`config.mk`:
```
export PLATFORM = sky130hd
export DESIGN_NAME = exc_commit_ctrl_flat
export DESIGN_NICKNAME = d
export VERILOG_FILES = /design/src/rtl/exc_commit_ctrl_pkg.sv /design/src/rtl/exc_commit_ctrl_if.sv /design/src/rtl/exc_commit_ctrl.sv /design/src/flat_wrapper.sv
export SDC_FILE = /design/constraint.sdc
export NUM_CORES = 1
export LEC_CHECK = 0
export BUFFER_PORTS_ARGS = -buffer_cell sky130_fd_sc_hd__clkbuf_2
export CAP_MARGIN = 10
export CORE_MARGIN = 8
export CORE_UTILIZATION = 49
export DETAILED_ROUTE_END_ITERATION = 8
export GPL_TIMING_DRIVEN = 0
export PLACE_DENSITY = 0.86
export REMOVE_ABC_BUFFERS = 1
export SYNTH_ARGS = -nofsm -noshare
export SYNTH_HDL_FRONTEND = slang
export SYNTH_SLANG_ARGS = --single-unit
```
`constraint.sdc`:
```
create_clock -name clk -period 4.1 [get_ports clk]
set_clock_uncertainty 0.1 [all_clocks]
set_input_delay 0.205 -clock clk [delete_from_list [all_inputs] [get_ports clk]]
set_output_delay 0.205 -clock clk [all_outputs]
set_load 0.05 [all_outputs]
```
`src/rtl/exc_commit_ctrl_pkg.sv`:
```
// Shared CPU definitions: commit-controller state encodings, exception codes
// and the record latched when an exception or interrupt is taken.
package cpu_defs;

    localparam logic [1:0] ST_IDLE     = 2'd0;
    localparam logic [1:0] ST_COMMIT   = 2'd1;
    localparam logic [1:0] ST_REDIRECT = 2'd2;

    localparam logic [5:0] ECODE_INT = 6'h0;
    localparam logic [5:0] ECODE_ADE = 6'h8;
    localparam logic [5:0] ECODE_ALE = 6'h9;
    localparam logic [5:0] ECODE_BRK = 6'hc;
    localparam logic [5:0] ECODE_INE = 6'hd;

    typedef struct packed {
        logic [5:0]  ecode;
        logic [8:0]  esubcode;
        logic [31:0] pc;
        logic [31:0] vaddr;
    } exc_info_t;

endpackage

```
`src/rtl/exc_commit_ctrl_if.sv`:
```
// WB / CSR / IF-redirect signal bundle around the exception commit controller.
// The master side is the controller; the slave side is the rest of the core.
interface exc_commit_ctrl_if #(
    parameter int CNT_W = 16
);
    logic              ws_valid;
    logic              ws_ex;
    logic [5:0]        ws_ecode;
    logic [8:0]        ws_esubcode;
    logic [31:0]       ws_pc;
    logic [31:0]       ws_vaddr;
    logic              ws_ertn;
    logic              has_int;
    logic [31:0]       csr_eentry;
    logic [31:0]       csr_era;
    logic              ws_commit;
    logic              ws_allowin;
    logic              csr_wb_ex;
    logic              csr_ertn_flush;
    logic [5:0]        csr_ecode;
    logic [8:0]        csr_esubcode;
    logic [31:0]       csr_pc;
    logic [31:0]       csr_vaddr;
    logic              flush_all;
    logic              redirect_valid;
    logic [31:0]       redirect_pc;
    logic              redirect_ready;
    logic [CNT_W-1:0]  ev_cnt;

    modport master (
        input  ws_valid, ws_ex, ws_ecode, ws_esubcode, ws_pc, ws_vaddr, ws_ertn,
        input  has_int, csr_eentry, csr_era, redirect_ready,
        output ws_commit, ws_allowin, csr_wb_ex, csr_ertn_flush,
        output csr_ecode, csr_esubcode, csr_pc, csr_vaddr,
        output flush_all, redirect_valid, redirect_pc, ev_cnt
    );

    modport slave (
        output ws_valid, ws_ex, ws_ecode, ws_esubcode, ws_pc, ws_vaddr, ws_ertn,
        output has_int, csr_eentry, csr_era, redirect_ready,
        input  ws_commit, ws_allowin, csr_wb_ex, csr_ertn_flush,
        input  csr_ecode, csr_esubcode, csr_pc, csr_vaddr,
        input  flush_all, redirect_valid, redirect_pc, ev_cnt
    );

endinterface

```
`src/rtl/exc_commit_ctrl.sv`:
```
// Sequences interrupt / exception / ERTN commits from WB into the CSR file and
// keeps the pipeline flushed until IF accepts the EENTRY or ERA redirect.
module exc_commit_ctrl #(
    parameter logic [5:0] ECODE_INT = 6'h0,
    parameter int         CNT_W     = 16
) (
    input  logic                      clk,
    input  logic                      resetn,
    exc_commit_ctrl_if.master         bus
);
    import cpu_defs::*;

    logic [1:0]       state_q;
    logic [1:0]       state_d;
    logic             kind_ertn_q;
    exc_info_t        info_q;
    logic             wb_ex_q;
    logic             ertn_flush_q;
    logic             redirect_valid_q;
    logic [31:0]      redirect_pc_q;
    logic [CNT_W-1:0] ev_cnt_q;

    logic in_idle;
    logic take_event;
    logic take_ertn;

    assign in_idle    = (state_q == ST_IDLE);
    assign take_event = in_idle & bus.ws_valid & (bus.has_int | bus.ws_ex | bus.ws_ertn);
    // ERTN loses to both interrupt and exception on the same instruction.
    assign take_ertn  = ~bus.has_int & ~bus.ws_ex & bus.ws_ertn;

    // NOTE: state_d gets a default before the case so no path leaves it unassigned (no latch).
    always_comb begin
        state_d = state_q;
        case (state_q)
            ST_IDLE:     if (take_event) state_d = ST_COMMIT;
            ST_COMMIT:   state_d = ST_REDIRECT;
            ST_REDIRECT: if (redirect_valid_q & bus.redirect_ready) state_d = ST_IDLE;
            default:     state_d = ST_IDLE;
        endcase
    end

    // NOTE: all sequential state uses non-blocking assignments so every flop samples pre-edge values.
    always_ff @(posedge clk or negedge resetn) begin
        if (!resetn) begin
            state_q <= ST_IDLE;
        end else begin
            state_q <= state_d;
        end
    end

    // ERTN records only its kind; the CSR fields keep whatever the last exception left.
    always_ff @(posedge clk or negedge resetn) begin
        if (!resetn) begin
            kind_ertn_q <= 1'b0;
            info_q      <= '0;
        end else if (take_event) begin
            kind_ertn_q <= take_ertn;
            if (bus.has_int) begin
                info_q <= '{ecode: ECODE_INT, esubcode: 9'd0,
                            pc: bus.ws_pc, vaddr: bus.ws_vaddr};
            end else if (bus.ws_ex) begin
                info_q <= '{ecode: bus.ws_ecode, esubcode: bus.ws_esubcode,
                            pc: bus.ws_pc, vaddr: bus.ws_vaddr};
            end
        end
    end

    // Pulses are set on the IDLE->COMMIT edge, so they are high for exactly the COMMIT cycle.
    always_ff @(posedge clk or negedge resetn) begin
        if (!resetn) begin
            wb_ex_q      <= 1'b0;
            ertn_flush_q <= 1'b0;
        end else begin
            wb_ex_q      <= take_event & ~take_ertn;
            ertn_flush_q <= take_event & take_ertn;
        end
    end

    // ERA is sampled in COMMIT, before the CSR block overwrites it on the same edge.
    always_ff @(posedge clk or negedge resetn) begin
        if (!resetn) begin
            redirect_valid_q <= 1'b0;
            redirect_pc_q    <= 32'd0;
        end else begin
            redirect_valid_q <= (state_q == ST_COMMIT) |
                                ((state_q == ST_REDIRECT) & ~bus.redirect_ready);
            if (state_q == ST_COMMIT) begin
                redirect_pc_q <= kind_ertn_q ? bus.csr_era : bus.csr_eentry;
            end
        end
    end

    always_ff @(posedge clk or negedge resetn) begin
        if (!resetn) begin
            ev_cnt_q <= '0;
        end else if ((state_q == ST_COMMIT) && !kind_ertn_q && !(&ev_cnt_q)) begin
            ev_cnt_q <= ev_cnt_q + CNT_W'(1);
        end
    end

    assign bus.ws_commit      = in_idle & bus.ws_valid & ~take_event;
    assign bus.ws_allowin     = in_idle & ~take_event;
    assign bus.flush_all      = ~in_idle | take_event;
    assign bus.csr_wb_ex      = wb_ex_q;
    assign bus.csr_ertn_flush = ertn_flush_q;
    assign bus.csr_ecode      = info_q.ecode;
    assign bus.csr_esubcode   = info_q.esubcode;
    assign bus.csr_pc         = info_q.pc;
    assign bus.csr_vaddr      = info_q.vaddr;
    assign bus.redirect_valid = redirect_valid_q;
    assign bus.redirect_pc    = redirect_pc_q;
    assign bus.ev_cnt         = ev_cnt_q;

endmodule

```
`src/flat_wrapper.sv`:
```
// flat-port wrapper written by rule: the top's interface ports become plain ports
module exc_commit_ctrl_flat import cpu_defs::*;
#(
    parameter logic [5:0] ECODE_INT = 6'h0,
    parameter int         CNT_W     = 16
)
  (clk, resetn, bus_ws_valid, bus_ws_ex, bus_ws_ecode, bus_ws_esubcode, bus_ws_pc, bus_ws_vaddr, bus_ws_ertn, bus_has_int, bus_csr_eentry, bus_csr_era, bus_redirect_ready, bus_ws_commit, bus_ws_allowin, bus_csr_wb_ex, bus_csr_ertn_flush, bus_csr_ecode, bus_csr_esubcode, bus_csr_pc, bus_csr_vaddr, bus_flush_all, bus_redirect_valid, bus_redirect_pc, bus_ev_cnt);
  exc_commit_ctrl_if #(.CNT_W(CNT_W)) bus_i ();
  input  logic clk;
  input  logic resetn;
  input wire logic [$bits(bus_i.ws_valid)-1:0] bus_ws_valid;
  input wire logic [$bits(bus_i.ws_ex)-1:0] bus_ws_ex;
  input wire logic [$bits(bus_i.ws_ecode)-1:0] bus_ws_ecode;
  input wire logic [$bits(bus_i.ws_esubcode)-1:0] bus_ws_esubcode;
  input wire logic [$bits(bus_i.ws_pc)-1:0] bus_ws_pc;
  input wire logic [$bits(bus_i.ws_vaddr)-1:0] bus_ws_vaddr;
  input wire logic [$bits(bus_i.ws_ertn)-1:0] bus_ws_ertn;
  input wire logic [$bits(bus_i.has_int)-1:0] bus_has_int;
  input wire logic [$bits(bus_i.csr_eentry)-1:0] bus_csr_eentry;
  input wire logic [$bits(bus_i.csr_era)-1:0] bus_csr_era;
  input wire logic [$bits(bus_i.redirect_ready)-1:0] bus_redirect_ready;
  output wire logic [$bits(bus_i.ws_commit)-1:0] bus_ws_commit;
  output wire logic [$bits(bus_i.ws_allowin)-1:0] bus_ws_allowin;
  output wire logic [$bits(bus_i.csr_wb_ex)-1:0] bus_csr_wb_ex;
  output wire logic [$bits(bus_i.csr_ertn_flush)-1:0] bus_csr_ertn_flush;
  output wire logic [$bits(bus_i.csr_ecode)-1:0] bus_csr_ecode;
  output wire logic [$bits(bus_i.csr_esubcode)-1:0] bus_csr_esubcode;
  output wire logic [$bits(bus_i.csr_pc)-1:0] bus_csr_pc;
  output wire logic [$bits(bus_i.csr_vaddr)-1:0] bus_csr_vaddr;
  output wire logic [$bits(bus_i.flush_all)-1:0] bus_flush_all;
  output wire logic [$bits(bus_i.redirect_valid)-1:0] bus_redirect_valid;
  output wire logic [$bits(bus_i.redirect_pc)-1:0] bus_redirect_pc;
  output wire logic [$bits(bus_i.ev_cnt)-1:0] bus_ev_cnt;
  assign bus_i.ws_valid = bus_ws_valid;
  assign bus_i.ws_ex = bus_ws_ex;
  assign bus_i.ws_ecode = bus_ws_ecode;
  assign bus_i.ws_esubcode = bus_ws_esubcode;
  assign bus_i.ws_pc = bus_ws_pc;
  assign bus_i.ws_vaddr = bus_ws_vaddr;
  assign bus_i.ws_ertn = bus_ws_ertn;
  assign bus_i.has_int = bus_has_int;
  assign bus_i.csr_eentry = bus_csr_eentry;
  assign bus_i.csr_era = bus_csr_era;
  assign bus_i.redirect_ready = bus_redirect_ready;
  assign bus_ws_commit = bus_i.ws_commit;
  assign bus_ws_allowin = bus_i.ws_allowin;
  assign bus_csr_wb_ex = bus_i.csr_wb_ex;
  assign bus_csr_ertn_flush = bus_i.csr_ertn_flush;
  assign bus_csr_ecode = bus_i.csr_ecode;
  assign bus_csr_esubcode = bus_i.csr_esubcode;
  assign bus_csr_pc = bus_i.csr_pc;
  assign bus_csr_vaddr = bus_i.csr_vaddr;
  assign bus_flush_all = bus_i.flush_all;
  assign bus_redirect_valid = bus_i.redirect_valid;
  assign bus_redirect_pc = bus_i.redirect_pc;
  assign bus_ev_cnt = bus_i.ev_cnt;
  exc_commit_ctrl #(.ECODE_INT(ECODE_INT), .CNT_W(CNT_W)) u_core (.clk(clk), .resetn(resetn), .bus(bus_i));
endmodule
```
==> results.sh, run 1 <==
export IMPL_synth_area_top_cells="dfrtp_1, nand2_1, mux2i_1"
export IMPL_synth_warnings=0
export IMPL_via_per_inst=5.31
export IMPL_grt_usage_pct=30.9
export IMPL_routed_wl_um=23100
export IMPL_synth_seq_cells=133
export IMPL_synth_distinct_cells=32
export IMPL_cellPowerDensity_mw_per_mm2=883
export IMPL_routedWlPerCell_um=20.2
export IMPL_dpl_hpwl_um=12300
export IMPL_instances_no_fill=1147
export IMPL_cts_tree="done"
export IMPL_nNetsFinal=1143
export IMPL_synth_area_mm2=0.00550
export IMPL_final_setup_viol_count=0
export IMPL_drv_cap=0
export IMPL_hold_path_class="primary input to register"
export IMPL_n_fill_cell=521
export IMPL_hold_viol=0
export IMPL_synth_simple_gate_area_share_pct=24.8
export IMPL_post_route_min_period_ns=2.47
export IMPL_worst_pin_slew_ns=1.06
export IMPL_crit_fanout=17
export IMPL_dp_cells=966
export IMPL_crit_arrival_ns=2.17
export IMPL_seq_power_share_pct=29.2
export IMPL_cts_htree_levels=4
export IMPL_p_switching_w=0.00420
export IMPL_core_mm2=0.0109
export IMPL_io_buffer_count=282
export IMPL_slew_headroom_pct=29.3
export IMPL_synth_mux_area_share_pct=6.03
export IMPL_synth_fa_ha_area_share_pct=0.228
export IMPL_synth_compound_area_share_pct=3.35
export IMPL_synth_top_family_by_area="simple AND/OR/NAND/NOR gates"
export IMPL_synth_top_area_share_pct=60.6
export IMPL_cts_root_buffer="clkbuf_8"
export IMPL_postCtsSetupBuffers=0
export IMPL_clk_pin_slew_ns=0.06
export IMPL_endpoint_kind="output pin"
export IMPL_start_util_pct=50.5
export IMPL_drtAntennaViolNets=0
export IMPL_grt_max_degree=79
export IMPL_final_cell_mix="clkbuf_2, nand2_1, dlygate4sd3_1, dfrtp_1, o21ai_0"
export IMPL_drive_gt1_share_pct=32.5
export IMPL_start_kind="register"
export IMPL_vias=6087
export IMPL_dr_pass1_iters=5
export IMPL_leakagePower_nw=5.03
export IMPL_avgSynthCellArea_um2=9.66
export IMPL_grt_pass1_wl_um=35100
export IMPL_min_period_over_period_pct=60.3
export IMPL_rsz0062_at_grt="no"
export IMPL_drcViolationCount=0
export IMPL_place_congestion=0.828
export IMPL_grt_pass1_vias=6629
export IMPL_slew_violations=0
export IMPL_cts_sinks=133
export IMPL_ir_worst_vdd_v=0.000722
export IMPL_die_w_um=122
export IMPL_synthXorXnorAreaFrac_pct=2.39
export IMPL_die_area_mm2=0.0149
export IMPL_netSwitchingFraction_pct=51.7
export IMPL_dr_first_iter_drc_count=464
export IMPL_grt_overflow=0
export IMPL_p_int_w=0.00392
export IMPL_status="finished, final reports clean"
export IMPL_max_freq_ghz=0.404
export IMPL_core_rowCount=38
export IMPL_clkPwrFrac_pct=20.0
export IMPL_crit_type="register to output pin"
export IMPL_clk_latency_ns=0.51
export IMPL_grt_antenna_before_repair=2
export IMPL_fin_util_pct=84.4
export IMPL_synthCells=569
export IMPL_yosysTopAreaCell="dfrtp_1"
export IMPL_crit_required_ns=3.80
export IMPL_combPwrFrac_pct=50.8
export IMPL_synth_seq_area_share_pct=60.6
export IMPL_cts_resized_gates=0
export IMPL_final_common_cell="clkbuf_2"
export IMPL_die_h_um=122
export IMPL_cts_buffers=17
export IMPL_ios=283
export IMPL_p_total_w=0.00812
export IMPL_clock_path_buffers=2
export IMPL_syn_to_final_growth_pct=67.3
## path summary, 6_finish.rpt
kind / endpoint / depth (start not counted) / from / slack, ns
setup / recovery: bus_flush_all / 5 / u_core.state_q[0]$_DFFE_PN0P_ / 1.63
setup reg to reg: u_core.bus.redirect_pc[4]$_DFFE_PN0N_ / 3 / u_core.kind_ertn_q$_DFFE_PN0P_ / 1.69
hold reg to reg: u_core.bus.csr_esubcode[2]$_DFFE_PN0P_ / 2 / u_core.bus.csr_esubcode[2]$_DFFE_PN0P_ / 0.37
max in group asynchronous: u_core.bus.csr_esubcode[1]$_DFFE_PN0P_ / 3 / resetn / 3.07
min in group asynchronous: u_core.bus.csr_pc[4]$_DFFE_PN0P_ / 2 / resetn / 0.10
hold / removal: u_core.state_q[0]$_DFFE_PN0P_ / 4 / bus_ws_valid / 0.06
## flip-flops by register name (all words and copies together), names as in the netlist
name                       flops
u_core.bus.csr_pc             32
u_core.bus.csr_vaddr          32
u_core.bus.redirect_pc        32
u_core.bus.ev_cnt             16
u_core.bus.csr_esubcode        9
u_core.bus.csr_ecode           6
u_core.state_q                 2
u_core.bus.csr_ertn_flush      1
u_core.bus.csr_wb_ex           1
u_core.bus.redirect_valid      1
u_core.kind_ertn_q             1
## worst max-delay path: stages (launching register included)
cell      delay (ns)
dfrtp_1         0.44
nor3b_2         0.40
o21ai_4         0.25
nand2_1         0.16
or3_1           0.11
clkbuf_2        0.28
## synth_stat cells, drive strengths merged
master / count
nand2: 263
dfrtp: 133
o21ai: 35
mux2i: 32
buf: 20
nand3b: 15
xor2: 12
clkbuf: 10
nor2: 7
nand4: 6
nor3: 6
nor4: 5
nand3: 4
xnor2: 3
and2: 2
and3: 2
nand2b: 2
a21oi: 1
and3b: 1
and4: 1
and4b: 1
ha: 1
inv: 1
mux2: 1
nand4b: 1
nor2b: 1
nor3b: 1
nor4b: 1
or3: 1
## what timing repair did
action | CTS | global route
hold buffers | 147 | 0
hold endpoints to repair | 182 | 0
endpoints found under the setup margin | 0 | 0
## cells by family (layout without fill, tap and decap cells)
group	count (synthesis)	in the layout
AO/OA/AOI/OAI	36	36
AND/OR/NAND/NOR	320	320
XOR/XNOR	15	15
other	0	2
multiplexers	33	33
flip-flops	133	133
adder cells (fa/ha/maj)	1	1
buffers and inverters	31	467
## per-stage QoR
step | TNS, ns | cell area (um^2) | hold slack (ns) | setup slack (ns)
floorplan | 0 | 5360 | -0.191 | 0.701
global placement | -80.85 | 6940 | 0.293 | -1.08
detailed placement | 0 | 7090 | 0.0994 | 1.82
CTS | 0 | 9190 | 0.0299 | 1.61
global route | 0 | 9190 | 0.0819 | 1.49
finish | 0 | 9190 | 0.0590 | 1.63
## power groups by stage
stage / sequential [W] / clock [W] / combinational, W
after global routing: 0.00242 / 0.00169 / 0.00431
after detailed placement: 0.00229 / 0 / 0.00377
after CTS: 0.00229 / 0.00162 / 0.00398
after floorplan: 0.00419 / 0 / 0.000780
after global placement: 0.00226 / 0 / 0.00367
final: 0.00237 / 0.00162 / 0.00412
## area by class of cell
cell class	count	area, um^2	area share [%]
Timing Repair Buffer	434	3010	32.8
Sequential cell	133	3330	36.2
Multi-Input combinational cell	405	2030	22.1
Tap cell	140	175	1.91
Clock buffer	20	455	4.95
Clock inverter	12	176	1.92
Antenna cell	2	5.00	0.0544
Inverter	1	3.75	0.0408
## layer usage
layer	track usage (%)	wire length (um)	up-vias
li1	-	-	2684
met1	31.4	7880	2906
met2	54.3	12100	382
met3	8.05	1760	115
met4	21.8	1400	0
met5	0	0	-
(Power assumes the default switching activity.)
==> inputs of run 2 (changes only) <==
Settings changed: ABC_AREA set to 1, CORE_UTILIZATION 49 to 46, PLACE_DENSITY 0.86 to 0.8.
Clock period 4.1 ns to 2.3 ns, I/O delays scaled along.
==> results.sh, run 2 <==
export IMPL_cellPowerDensity_mw_per_mm2=1500
export IMPL_slew_headroom_pct=26.5
export IMPL_drcViolationCount=0
export IMPL_place_congestion=0.837
export IMPL_synthCells=681
export IMPL_final_cell_mix="nand2_1, clkbuf_2, dlygate4sd3_1, dfrtp_1, a21oi_1"
export IMPL_grt_usage_pct=30.5
export IMPL_routedWlPerCell_um=19.8
export IMPL_setup_ws_ns=0.0545
export IMPL_yosysTopAreaCell="dfrtp_1"
export IMPL_combPwrFrac_pct=52.1
export IMPL_synth_edf_count=0
export IMPL_p_total_w=0.0141
export IMPL_p_switching_w=0.00758
export IMPL_grt_overflow=0
export IMPL_core_rowCount=40
export IMPL_die_h_um=127
export IMPL_crit_type="register to register"
export IMPL_cts_tree="done"
export IMPL_endpoint_kind="register"
export IMPL_seqCellArea_mm2=0.00333
export IMPL_max_freq_ghz=0.445
export IMPL_drv_cap=0
export IMPL_cts_root_buffer="clkbuf_16"
export IMPL_io_buffer_count=282
export IMPL_dr_pass1_iters=5
export IMPL_dp_cells=1083
export IMPL_synth_area_top_cells="dfrtp_1, nand2_1, a21oi_1"
export IMPL_start_kind="register"
export IMPL_via_per_inst=5.28
export IMPL_dr_first_iter_drc_count=574
export IMPL_syn_to_final_growth_pct=65.8
export IMPL_drtAntennaViolNets=0
export IMPL_synth_top_area_share_pct=58.9
export IMPL_clkPwrFrac_pct=18.3
export IMPL_slew_violations=0
export IMPL_drive_gt1_share_pct=30.4
export IMPL_crit_required_ns=2.48
export IMPL_core_mm2=0.0120
export IMPL_dpl_hpwl_um=13400
export IMPL_avgSynthCellArea_um2=8.30
export IMPL_n_fill_cell=699
export IMPL_hold_path_class="primary input to async pin"
export IMPL_clock_path_buffers=2
export IMPL_min_period_over_period_pct=97.6
export IMPL_synth_common_cells="nand2_1, dfrtp_1, a21oi_1"
export IMPL_seq_power_share_pct=29.5
export IMPL_crit_arrival_ns=2.42
export IMPL_synth_warnings=0
export IMPL_vias=6722
export IMPL_rsz0062_at_grt="yes"
export IMPL_ios=283
export IMPL_synth_area_mm2=0.00565
export IMPL_final_common_cell="nand2_1"
export IMPL_async_flop_share_pct=100
export IMPL_grt_pass1_wl_um=38000
export IMPL_cts_buffers=17
export IMPL_cts_htree_levels=4
export IMPL_cts_sinks=133
export IMPL_routed_wl_um=25100
export IMPL_synth_distinct_cells=27
export IMPL_ir_worst_vdd_v=0.00118
export IMPL_synth_seq_area_share_pct=58.9
export IMPL_synth_ff_type="dfrtp_1"
export IMPL_multi_input_area_mm2=0.00213
export IMPL_leakagePower_nw=5.05
export IMPL_yosys_cell_count_top_type="nand2_1"
export IMPL_pre_cts_ws_ns=-0.478
export IMPL_post_route_min_period_ns=2.25
export IMPL_fin_util_pct=78.0
export IMPL_status="finished, final reports clean"
export IMPL_synth_seq_cells=133
export IMPL_p_int_w=0.00649
export IMPL_grt_pass1_vias=7028
export IMPL_final_setup_viol_count=0
export IMPL_hold_viol=0
export IMPL_start_util_pct=47.1
export IMPL_die_w_um=127
export IMPL_crit_fanout=34
export IMPL_clk_latency_ns=0.41
export IMPL_clk_pin_slew_ns=0.06
export IMPL_die_area_mm2=0.0161
export IMPL_nNetsFinal=1260
export IMPL_grt_max_degree=115
export IMPL_instances_no_fill=1272
export IMPL_holdWs_ns=0.0627
export IMPL_grt_antenna_before_repair=3
export IMPL_worst_pin_slew_ns=1.10
export IMPL_netSwitchingFraction_pct=53.9
==> run 2: cell types whose count changed after synthesis, moves of 16 or more <==
cell     before  now
a21oi_1       1   65
nand2_1     263  322
nor2_1        7   48
mux2i_1      32    0
o21ai_0      34    2
inv_1         0   23
nand3_1       4   25
buf_2        19    3
==> run 2: through the flow <==
| step | TNS, ns | instance area (um^2) |
|---|---|---|
| after floorplan | -27.73 | 5510 |
| after global placement | -282.56 | 7110 |
| after detailed placement | -17.70 | 7210 |
| after CTS | -0.000566 | 9300 |
| after global routing | -0.109 | 9370 |
| final | 0 | 9370 |
==> run 2: metal layers <==
layer | wire length [um] | GRT usage, % | share of wire, %
met3 | 2760 | 10.6 | 11
met2 | 12400 | 50.7 | 49
met1 | 8760 | 33.0 | 35
met4 | 1250 | 18.9 | 5.0
met5 | 0 | 0 | 0
==> run 2: logic make-up after synthesis <==
group | synth area share [%]
adders and majority gates | 0.221
DFF | 58.9
buffers and inverters | 4.07
and+or+nand+nor | 29.7
AOI/OAI and AO/OA | 6.40
xor gates and xnor gates | 0.774
==> run 2: area by class of cell <==
| type | count | share of cell area, % |
|---|---|---|
| timing repair buffer | 438 | 32.6 |
| multi-input combinational | 494 | 22.7 |
| sequential | 133 | 35.5 |
| timing repair inverter | 1 | 0.0801 |
| tap | 147 | 1.96 |
| inverter | 24 | 1.05 |
| clock buffer | 22 | 5.27 |
| clock inverter | 10 | 0.774 |
| antenna | 3 | 0.0801 |
==> run 2: what timing repair did <==
item	CTS	global route
cloned	1	2
pin swaps	1	1
setup endpoints to repair	96	35
setup buffers	1	1
resized for setup	8	6
endpoints found under the hold margin	249	0
hold buffers	149	0
==> run 2: worst max-delay path: stages, from the launching register on <==
cell     delay, ns
dfrtp_2       0.80
inv_1         0.69
a21oi_1       0.38
a21oi_1       0.12
==> run 2: path summary, 6_finish.rpt <==
path / to / cells past startpoint / slack (ns) / from
max: u_core.bus.redirect_pc[11]$_DFFE_PN0N_ / 3 / 0.05 / u_core.kind_ertn_q$_DFFE_PN0P_
min in group clk: u_core.state_q[0]$_DFFE_PN0P_ / 5 / 0.13 / bus_ws_valid
max reg2reg: u_core.bus.redirect_pc[11]$_DFFE_PN0N_ / 3 / 0.05 / u_core.kind_ertn_q$_DFFE_PN0P_
min: u_core.bus.csr_pc[7]$_DFFE_PN0P_ / 2 / 0.06 / resetn
min reg2reg: u_core.bus.csr_pc[24]$_DFFE_PN0P_ / 2 / 0.37 / u_core.bus.csr_pc[24]$_DFFE_PN0P_
max in group asynchronous: u_core.bus.ev_cnt[0]$_DFFE_PN0P_ / 3 / 1.23 / resetn
==> run 2: power groups by stage <==
| stage | registers, W | clock network, W | logic, W |
|---|---|---|---|
| floorplan | 0.00737 | 0 | 0.00148 |
| global placement | 0.00399 | 0 | 0.00668 |
| detailed placement | 0.00402 | 0 | 0.00685 |
| CTS | 0.00403 | 0.00259 | 0.00708 |
| global route | 0.00423 | 0.00271 | 0.00769 |
| finish | 0.00415 | 0.00258 | 0.00733 |
